<file path="src/rtl/atm_pkg.sv">
// atm_pkg
// Shared definitions for the ATM session controller: field widths, the
// session state enum, the transaction opcodes and the power-on contents of
// the account table (account numbers, PINs and balances).
package atm_pkg;

    localparam int ACCT_W = 17;
    localparam int PIN_W  = 17;
    localparam int AMT_W  = 19;

    typedef enum logic [3:0] {
        ST_IDLE,
        ST_LANG,
        ST_PIN,
        ST_MENU,
        ST_BALANCE,
        ST_WITHDRAW,
        ST_DEPOSIT,
        ST_TRANSFER,
        ST_CHG_PIN,
        ST_RECEIPT,
        ST_ANOTHER,
        ST_FINISH
    } atm_state_e;

    localparam logic [2:0] OP_BALANCE  = 3'b000;
    localparam logic [2:0] OP_WITHDRAW = 3'b001;
    localparam logic [2:0] OP_DEPOSIT  = 3'b010;
    localparam logic [2:0] OP_TRANSFER = 3'b011;
    localparam logic [2:0] OP_CHG_PIN  = 3'b100;

    // Account numbers are fixed at 1001, 1002, ... and never rewritten.
    function automatic logic [ACCT_W-1:0] default_acct_no(input int idx);
        return ACCT_W'(1001 + idx);
    endfunction

    function automatic logic [PIN_W-1:0] default_pin(input int idx);
        return PIN_W'(1111 * ((idx % 4) + 1));
    endfunction

    function automatic logic [AMT_W-1:0] default_balance(input int idx);
        case (idx)
            0:       return AMT_W'(5000);
            1:       return AMT_W'(10000);
            2:       return AMT_W'(0);
            3:       return AMT_W'(500000);
            default: return '0;
        endcase
    endfunction

endpackage

</file>
<file path="src/rtl/atm_account_table.sv">
// atm_account_table
// Holds the per-account PIN and balance. Account numbers are constants.
// Ports:
//   clk, reset        clock and asynchronous active-low reset (reloads defaults)
//   a_acct_no         own-account lookup key -> a_hit, a_idx, a_pin, a_bal
//   b_acct_no         destination lookup key -> b_hit, b_idx, b_bal
//   bal_a_*           balance write port A (enable, index, data)
//   bal_b_*           balance write port B (enable, index, data)
//   pin_*             PIN write port (enable, index, data)
module atm_account_table
    import atm_pkg::*;
#(
    parameter int NUM_ACCOUNTS = 4,
    parameter int IDX_W        = (NUM_ACCOUNTS > 1) ? $clog2(NUM_ACCOUNTS) : 1
) (
    input  logic              clk,
    input  logic              reset,
    input  logic [ACCT_W-1:0] a_acct_no,
    output logic              a_hit,
    output logic [IDX_W-1:0]  a_idx,
    output logic [PIN_W-1:0]  a_pin,
    output logic [AMT_W-1:0]  a_bal,
    input  logic [ACCT_W-1:0] b_acct_no,
    output logic              b_hit,
    output logic [IDX_W-1:0]  b_idx,
    output logic [AMT_W-1:0]  b_bal,
    input  logic              bal_a_we,
    input  logic [IDX_W-1:0]  bal_a_idx,
    input  logic [AMT_W-1:0]  bal_a_data,
    input  logic              bal_b_we,
    input  logic [IDX_W-1:0]  bal_b_idx,
    input  logic [AMT_W-1:0]  bal_b_data,
    input  logic              pin_we,
    input  logic [IDX_W-1:0]  pin_idx,
    input  logic [PIN_W-1:0]  pin_data
);

    logic [PIN_W-1:0] pin_q [NUM_ACCOUNTS];
    logic [PIN_W-1:0] pin_d [NUM_ACCOUNTS];
    logic [AMT_W-1:0] bal_q [NUM_ACCOUNTS];
    logic [AMT_W-1:0] bal_d [NUM_ACCOUNTS];

    // First matching entry wins; account numbers are unique anyway.
    always_comb begin
        a_hit = 1'b0;
        a_idx = '0;
        for (int i = 0; i < NUM_ACCOUNTS; i++) begin
            if (!a_hit && default_acct_no(i) == a_acct_no) begin
                a_hit = 1'b1;
                a_idx = IDX_W'(i);
            end
        end
    end

    always_comb begin
        b_hit = 1'b0;
        b_idx = '0;
        for (int i = 0; i < NUM_ACCOUNTS; i++) begin
            if (!b_hit && default_acct_no(i) == b_acct_no) begin
                b_hit = 1'b1;
                b_idx = IDX_W'(i);
            end
        end
    end

    assign a_pin = pin_q[a_idx];
    assign a_bal = bal_q[a_idx];
    assign b_bal = bal_q[b_idx];

    // The controller never aims both balance ports at one entry.
    always_comb begin
        pin_d = pin_q;
        bal_d = bal_q;
        if (bal_a_we) bal_d[bal_a_idx] = bal_a_data;
        if (bal_b_we) bal_d[bal_b_idx] = bal_b_data;
        if (pin_we)   pin_d[pin_idx]   = pin_data;
    end

    always_ff @(posedge clk or negedge reset) begin
        if (!reset) begin
            for (int i = 0; i < NUM_ACCOUNTS; i++) begin
                pin_q[i] <= default_pin(i);
                bal_q[i] <= default_balance(i);
            end
        end else begin
            pin_q <= pin_d;
            bal_q <= bal_d;
        end
    end

endmodule

</file>
<file path="src/rtl/atm.sv">
// atm
// ATM session controller: card lookup, language latch, PIN check with a
// limited number of tries, then a menu of transactions against the account
// table. Every success indication is a registered one-cycle pulse.
// Ports:
//   clk, reset                      clock, asynchronous active-low reset
//   Card_in, Language, Timer        front-panel status
//   money_counting                  deposit cash still being counted
//   another_transaction_bit         return to menu after a transaction
//   opcode                          transaction selector
//   password, new_pin               entered and replacement PIN
//   allowwithdraw, allow_transfer,
//   take_receipt                    user confirmations
//   Pers_Account_No, ur_account     own and destination account numbers
//   withdraw_amount, Transfer_Amount,
//   deposit_amount                  unsigned amounts
//   *_Successfully, Balance_Shown,
//   Receipt_Printed                 one-cycle success pulses
//   ATM_Usage_Finished              high while the session is in FINISH
module atm
    import atm_pkg::*;
#(
    parameter int NUM_ACCOUNTS  = 4,
    parameter int MAX_PIN_TRIES = 3
) (
    input  logic              clk,
    input  logic              reset,
    input  logic              Card_in,
    input  logic              Language,
    input  logic              Timer,
    input  logic              money_counting,
    input  logic              another_transaction_bit,
    input  logic [2:0]        opcode,
    input  logic [PIN_W-1:0]  password,
    input  logic [PIN_W-1:0]  new_pin,
    input  logic              allowwithdraw,
    input  logic              allow_transfer,
    input  logic              take_receipt,
    input  logic [ACCT_W-1:0] Pers_Account_No,
    input  logic [ACCT_W-1:0] ur_account,
    input  logic [AMT_W-1:0]  withdraw_amount,
    input  logic [AMT_W-1:0]  Transfer_Amount,
    input  logic [AMT_W-1:0]  deposit_amount,
    output logic              Transfer_Successfully,
    output logic              Balance_Shown,
    output logic              Deposited_Successfully,
    output logic              Withdrew_Successfully,
    output logic              Pin_Changed_Successfully,
    output logic              Receipt_Printed,
    output logic              ATM_Usage_Finished
);

    localparam int IDX_W = (NUM_ACCOUNTS > 1) ? $clog2(NUM_ACCOUNTS) : 1;
    localparam int TRY_W = $clog2(MAX_PIN_TRIES + 1);

    atm_state_e        state_q, state_d;
    logic [TRY_W-1:0]  tries_q, tries_d;
    logic [ACCT_W-1:0] acct_q, acct_d;
    logic              lang_unused_q, lang_unused_d;
    logic              transfer_ok_q, transfer_ok_d;
    logic              balance_shown_q, balance_shown_d;
    logic              deposited_q, deposited_d;
    logic              withdrew_q, withdrew_d;
    logic              pin_changed_q, pin_changed_d;
    logic              receipt_q, receipt_d;
    logic              finished_q, finished_d;

    logic [ACCT_W-1:0] own_lookup;
    logic              own_hit, dst_hit;
    logic [IDX_W-1:0]  own_idx, dst_idx;
    logic [PIN_W-1:0]  own_pin;
    logic [AMT_W-1:0]  own_bal, dst_bal;

    logic              bal_a_we, bal_b_we, pin_we;
    logic [AMT_W-1:0]  bal_a_data, bal_b_data;

    logic [AMT_W:0]    dep_sum, xfer_sum;
    logic              abort;

    // In IDLE the card's account number is looked up; afterwards the
    // latched number keeps pointing at the session's own entry.
    assign own_lookup = (state_q == ST_IDLE) ? Pers_Account_No : acct_q;

    atm_account_table #(
        .NUM_ACCOUNTS (NUM_ACCOUNTS),
        .IDX_W        (IDX_W)
    ) u_table (
        .clk        (clk),
        .reset      (reset),
        .a_acct_no  (own_lookup),
        .a_hit      (own_hit),
        .a_idx      (own_idx),
        .a_pin      (own_pin),
        .a_bal      (own_bal),
        .b_acct_no  (ur_account),
        .b_hit      (dst_hit),
        .b_idx      (dst_idx),
        .b_bal      (dst_bal),
        .bal_a_we   (bal_a_we),
        .bal_a_idx  (own_idx),
        .bal_a_data (bal_a_data),
        .bal_b_we   (bal_b_we),
        .bal_b_idx  (dst_idx),
        .bal_b_data (bal_b_data),
        .pin_we     (pin_we),
        .pin_idx    (own_idx),
        .pin_data   (new_pin)
    );

    // One extra bit catches any sum that would not fit the balance width.
    assign dep_sum  = {1'b0, own_bal} + {1'b0, deposit_amount};
    assign xfer_sum = {1'b0, dst_bal} + {1'b0, Transfer_Amount};

    assign abort = (state_q != ST_IDLE) && (state_q != ST_FINISH) &&
                   (Timer || !Card_in);

    always_comb begin
        state_d         = state_q;
        tries_d         = tries_q;
        acct_d          = acct_q;
        lang_unused_d   = lang_unused_q;
        transfer_ok_d   = 1'b0;
        balance_shown_d = 1'b0;
        deposited_d     = 1'b0;
        withdrew_d      = 1'b0;
        pin_changed_d   = 1'b0;
        receipt_d       = 1'b0;
        bal_a_we        = 1'b0;
        bal_b_we        = 1'b0;
        pin_we          = 1'b0;
        bal_a_data      = own_bal;
        bal_b_data      = dst_bal;

        // A timeout or pulled card wins over everything the state would do.
        if (abort) begin
            state_d = ST_FINISH;
        end else begin
            case (state_q)
                ST_IDLE: begin
                    tries_d = '0;
                    if (Card_in && own_hit) begin
                        acct_d  = Pers_Account_No;
                        state_d = ST_LANG;
                    end
                end
                ST_LANG: begin
                    lang_unused_d = Language;
                    state_d       = ST_PIN;
                end
                ST_PIN: begin
                    if (password == own_pin) begin
                        tries_d = '0;
                        state_d = ST_MENU;
                    end else begin
                        tries_d = tries_q + 1'b1;
                        if (tries_q == TRY_W'(MAX_PIN_TRIES - 1)) begin
                            state_d = ST_FINISH;
                        end
                    end
                end
                ST_MENU: begin
                    case (opcode)
                        OP_BALANCE:  state_d = ST_BALANCE;
                        OP_WITHDRAW: state_d = ST_WITHDRAW;
                        OP_DEPOSIT:  state_d = ST_DEPOSIT;
                        OP_TRANSFER: state_d = ST_TRANSFER;
                        OP_CHG_PIN:  state_d = ST_CHG_PIN;
                        default:     state_d = ST_MENU;
                    endcase
                end
                ST_BALANCE: begin
                    balance_shown_d = 1'b1;
                    state_d         = ST_RECEIPT;
                end
                ST_WITHDRAW: begin
                    if (allowwithdraw && withdraw_amount != '0 &&
                        withdraw_amount <= own_bal) begin
                        bal_a_we   = 1'b1;
                        bal_a_data = own_bal - withdraw_amount;
                        withdrew_d = 1'b1;
                    end
                    state_d = ST_RECEIPT;
                end
                ST_DEPOSIT: begin
                    if (!money_counting) begin
                        if (deposit_amount != '0 && !dep_sum[AMT_W]) begin
                            bal_a_we    = 1'b1;
                            bal_a_data  = dep_sum[AMT_W-1:0];
                            deposited_d = 1'b1;
                        end
                        state_d = ST_RECEIPT;
                    end
                end
                ST_TRANSFER: begin
                    if (allow_transfer && dst_hit && ur_account != acct_q &&
                        Transfer_Amount != '0 && Transfer_Amount <= own_bal &&
                        !xfer_sum[AMT_W]) begin
                        bal_a_we      = 1'b1;
                        bal_a_data    = own_bal - Transfer_Amount;
                        bal_b_we      = 1'b1;
                        bal_b_data    = xfer_sum[AMT_W-1:0];
                        transfer_ok_d = 1'b1;
                    end
                    state_d = ST_RECEIPT;
                end
                ST_CHG_PIN: begin
                    if (new_pin != own_pin) begin
                        pin_we        = 1'b1;
                        pin_changed_d = 1'b1;
                    end
                    state_d = ST_RECEIPT;
                end
                ST_RECEIPT: begin
                    receipt_d = take_receipt;
                    state_d   = ST_ANOTHER;
                end
                ST_ANOTHER: begin
                    state_d = another_transaction_bit ? ST_MENU : ST_FINISH;
                end
                ST_FINISH: begin
                    if (!Card_in) state_d = ST_IDLE;
                end
                default: state_d = ST_IDLE;
            endcase
        end

        // Registered from the next state so the flag tracks FINISH exactly.
        finished_d = (state_d == ST_FINISH);
    end

    always_ff @(posedge clk or negedge reset) begin
        if (!reset) begin
            state_q         <= ST_IDLE;
            tries_q         <= '0;
            acct_q          <= '0;
            lang_unused_q   <= 1'b0;
            transfer_ok_q   <= 1'b0;
            balance_shown_q <= 1'b0;
            deposited_q     <= 1'b0;
            withdrew_q      <= 1'b0;
            pin_changed_q   <= 1'b0;
            receipt_q       <= 1'b0;
            finished_q      <= 1'b0;
        end else begin
            state_q         <= state_d;
            tries_q         <= tries_d;
            acct_q          <= acct_d;
            lang_unused_q   <= lang_unused_d;
            transfer_ok_q   <= transfer_ok_d;
            balance_shown_q <= balance_shown_d;
            deposited_q     <= deposited_d;
            withdrew_q      <= withdrew_d;
            pin_changed_q   <= pin_changed_d;
            receipt_q       <= receipt_d;
            finished_q      <= finished_d;
        end
    end

    assign Transfer_Successfully    = transfer_ok_q;
    assign Balance_Shown            = balance_shown_q;
    assign Deposited_Successfully   = deposited_q;
    assign Withdrew_Successfully    = withdrew_q;
    assign Pin_Changed_Successfully = pin_changed_q;
    assign Receipt_Printed          = receipt_q;
    assign ATM_Usage_Finished       = finished_q;

endmodule

</file>
<file path="config.mk">
export PLATFORM = sky130hd
export DESIGN_NAME = atm
export DESIGN_NICKNAME = d
export VERILOG_FILES = /design/src/rtl/atm_pkg.sv /design/src/rtl/atm_account_table.sv /design/src/rtl/atm.sv
export SDC_FILE = /design/constraint.sdc
export NUM_CORES = 1
export LEC_CHECK = 0
export BUFFER_PORTS_ARGS = -buffer_cell sky130_fd_sc_hd__buf_2
export CAP_MARGIN = 20
export CORE_AREA = 4 4 176 178
export CTS_CLUSTER_SIZE = 20
export DETAILED_ROUTE_END_ITERATION = 8
export DIE_AREA = 0 0 180 182
export PLACE_DENSITY = 0.71
export SYNTH_ARGS = -nofsm -noshare
export SYNTH_HDL_FRONTEND = slang
export SYNTH_SLANG_ARGS = --single-unit
</file>
<file path="constraint.sdc">
create_clock -name clk -period 5.44 [get_ports clk]
set_input_delay 0.544 -clock clk [delete_from_list [all_inputs] [get_ports clk]]
set_output_delay 0.544 -clock clk [all_outputs]
set_load 0.05 [all_outputs]
</file>
==> impl_results.md <==
* CP endpoint kind: register
* Total instance count after detailed placement at 2328
* Number of maximum-capacitance violations at 0
* Total Power Consumption at 3.58 mW
* Critical path's slowest cell: or4b_1
* Detailed Route WL at 50200 um
* Synth Instances at 1655
* P_leak at 8.70 nW
* Arrival time of the worst setup path at 5.57 ns
* Clock latency of the later-clocked register in the worst-skew pair at 0.46 ns
* EDFF count, synth at 0
* Worst slew margin at 22.2%
* Setup TNS at 0 ns
* Synth Warn # at 0
* Final Hold Fails at 0
* Worst setup path class: register to register
* Final Setup Violations at 0
* Setup skew after layout at 0.0224 ns
* R2r setup slk at 0.24 ns
* Worst slack on hold paths at 0.0921 ns
* Number of vias per cell at 6.20
* Pin slew with the least headroom to its limit at 1.17 ns
* Post-CTS Hold Fix Bufs at 0
* Sequential share of the synthesized area at 30.2%
* Family of cells with the greatest summed delay on the critical path: simple AND/OR/NAND/NOR gates
* Core utilization of the finished layout at 61.0%
* Cell taking the most area after synthesis: dfrtp_1
* Number of top-level pins at 145
* Initial standard-cell utilization of the core at 49.6%
* Shortest period the worst path allows at 5.20 ns
* CTS H-tree lvls at 4
* Post-route fraction of the period consumed by the critical path at 95.6%
* Root buf cell: clkbuf_16
* Post-route setup slack at 0.239 ns
* Via count of the first global-routing pass at 14500
* Cell area after synthesis at 14600 um2
* Setup repair after global routing missed its margin: no
* Synthesized area divided by synthesized cell count at 8.81 um2
* Die outline height at 182 um
* Kind of start point of the critical path: register
* Cell area after layout at 17900 um2
* Final standard cell count with taps included and fillers excluded at 2361
* Placer Congestion at 0.951
* Worst reg2reg path endpoint: u_table.bal_q[20]
* Die Area at 32800 um2
* Rows at 63
* Async S/R FF share, synth at 100%
* Number of antenna violations at the first check in global routing at 0
* Top post-synthesis cells by area: dfrtp_1 23%, dfstp_2 7.2%, ha_1 6.6%, mux2i_1 5.4%, mux2_2 4.3%
* Vias after detailed routing at 14600
* Classification of the worst-slack hold path: input port to asynchronous set/reset pin
* Number of buffers inserted during clock tree synthesis at 17
* Number of port buffers at 143
* Most repeated library cell on the critical path: buf_4
* Worst-path cell chain: or4b_1 > nor3_2 > a22oi_1 > buf_4 > nor2_2 > buf_12 > a21oi_1 > buf_4 > buf_4 > ha_1 > nor3_1 > nor2_1 > o41ai_2 > buf_4 > o211ai_1 > a21oi_1 > buf_4 > or4_1 > buf_12 > o221ai_1 > buf_4 > mux2i_1 > o21ai_0
* Most frequent cell after synthesis: nand2_1
* Placeable core region at 29400 um2
* Worst-path fanout max at 21
* Area delta synth->final at 23.0%
* First-pass GRT wire length at 78600 um
* Wire per inst at 21.2 um
* Fraction of final layout cells sized beyond drive strength 1 at 28.0%
* Max VDD drop at 0.172 mV
* DP Area at 17200 um2
* F_max at 192 MHz
* Count of clock tree sinks at 174
* Final global-route overflow total at 0
* TritonCTS clock tree: yes
* Worst reg2reg path startpoint: acct_q[14]
* Count of final max-slew check failures at 0
* Power per cell area at 200 nW/um2
* Final routed DRC violation total at 0
* Antenna Diode Count at 0
* Syn nets at 1874
* Critical path buffers and inverters at 8
* Die W at 180 um
* Post-layout net count at 2177
* Largest stage delay, worst path at 0.63 ns
* Flop and latch count out of synthesis at 174
* Pre-CTS setup slack at 0.0116 ns
* Buffer levels on the longest clock path at 2
* Crit path required time at 5.80 ns
* Iteration-0 DRC count of the detailed router at 1472
* HPWL after detailed placement at 38800 um
* Routed Antenna Nets at 0
* Clock Pin Slew Worst Setup and Hold Paths at 0.08 ns
* Top post-synthesis cells by count: 154 x nand2_1, 134 x dfrtp_1, 96 x inv_1
* GRT Resource Usage Total at 29.8%
* Status: finished, final reports clean
* Number of fill cells in the layout at 2564
* Cells on worst reg2reg path at 23
* Largest net degree at the start of global routing at 70
* Distinct cell type count after synthesis at 86
* Most common flop cell mapped by yosys: dfrtp_1
* Share of the synthesized area in the top cell type at 23.0%
* Drt pass-1 iters at 6
flip-flops by register name (all words and copies together) (netlist names):
name                      flops
Transfer_Successfully         1
Deposited_Successfully        1
Receipt_Printed               1
Balance_Shown                 1
state_q                       4
acct_q                       17
Pin_Changed_Successfully      1
u_table.pin_q                68
ATM_Usage_Finished            1
Withdrew_Successfully         1
u_table.bal_q                76
tries_q                       2
cell usage in the layout (no fill, tap or decap), drive strengths merged, types with 34 or more instances in the layout:
cell type | netlist | routed
buf | 26 | 354
nand2 | 154 | 154
dfrtp | 134 | 134
inv | 96 | 101
o21ai | 96 | 96
mux2 | 94 | 94
a21oi | 90 | 90
nor2 | 87 | 87
mux2i | 80 | 80
ha | 77 | 77
o22ai | 60 | 60
xnor2 | 54 | 54
nor3 | 44 | 44
dfstp | 40 | 40
a211oi | 35 | 35
a31oi | 34 | 34
power breakdown:
group / internal, mW / switching (mW)
clock network: 0.794 / 0.580
logic: 0.336 / 0.433
registers: 1.38 / 0.0609
routing by layer:
layer | GRT usage (%) | vias to the layer above | part of all wire [%]
met4 | 9.39 | 0 | 2.5
met1 | 41.0 | 7102 | 43
met3 | 5.15 | 91 | 7.5
met2 | 48.1 | 668 | 47
li1 | - | 6781 | -
met5 | 0 | - | 0
what timing repair did:
item	in CTS	in global routing
setup endpoints to repair	0	76
gates resized for setup	0	15
setup buffers	0	1
worst register-to-register path, cell delays in order, from the launching register on:
cell	delay, ns
dfrtp_1	0.40
or4b_1	0.63
nor3_2	0.19
a22oi_1	0.12
buf_4	0.25
nor2_2	0.15
buf_12	0.20
a21oi_1	0.12
buf_4	0.16
buf_4	0.15
ha_1	0.36
nor3_1	0.06
nor2_1	0.16
o41ai_2	0.09
buf_4	0.14
o211ai_1	0.14
a21oi_1	0.15
buf_4	0.18
or4_1	0.56
buf_12	0.18
o221ai_1	0.27
buf_4	0.19
mux2i_1	0.06
o21ai_0	0.20
cell type report:
| type | instances | area, um2 | area share (%) |
|---|---|---|---|
| timing repair buffer | 354 | 2480 | 13.8 |
| sequential | 174 | 4400 | 24.5 |
| multi-input combinational | 1315 | 9560 | 53.3 |
| tap | 390 | 488 | 2.72 |
| clock inverter | 13 | 201 | 1.12 |
| clock buffer | 19 | 443 | 2.47 |
| inverter | 96 | 360 | 2.01 |
how the worst max path moves through the flow:
stage | start | to | slack, ns | depth (start not counted)
CTS | acct_q[11] | u_table.bal_q[21] | 0.05 | 21
floorplan | state_q[3] | u_table.bal_q[9] | 0.03 | 23
global placement | ur_account[11] | u_table.bal_q[31] | 0.05 | 21
finish | acct_q[14] | u_table.bal_q[20] | 0.24 | 23
detailed placement | ur_account[11] | u_table.bal_q[21] | 0.01 | 22
global route | state_q[3] | u_table.bal_q[75] | 0.01 | 21
logic make-up (layout without fill, tap and decap cells):
family	Yosys count	in the layout	synth area share (%)
DFF	174	174	30.2
xor gates and xnor gates	85	85	5.10
muxes	174	174	13.3
AOI/OAI and AO/OA	487	487	22.2
adders and majority gates	81	81	7.15
buffers and inverters	166	482	4.89
and+or+nand+nor	488	488	17.1
Note: power is estimated with default switching activity, not from simulation.
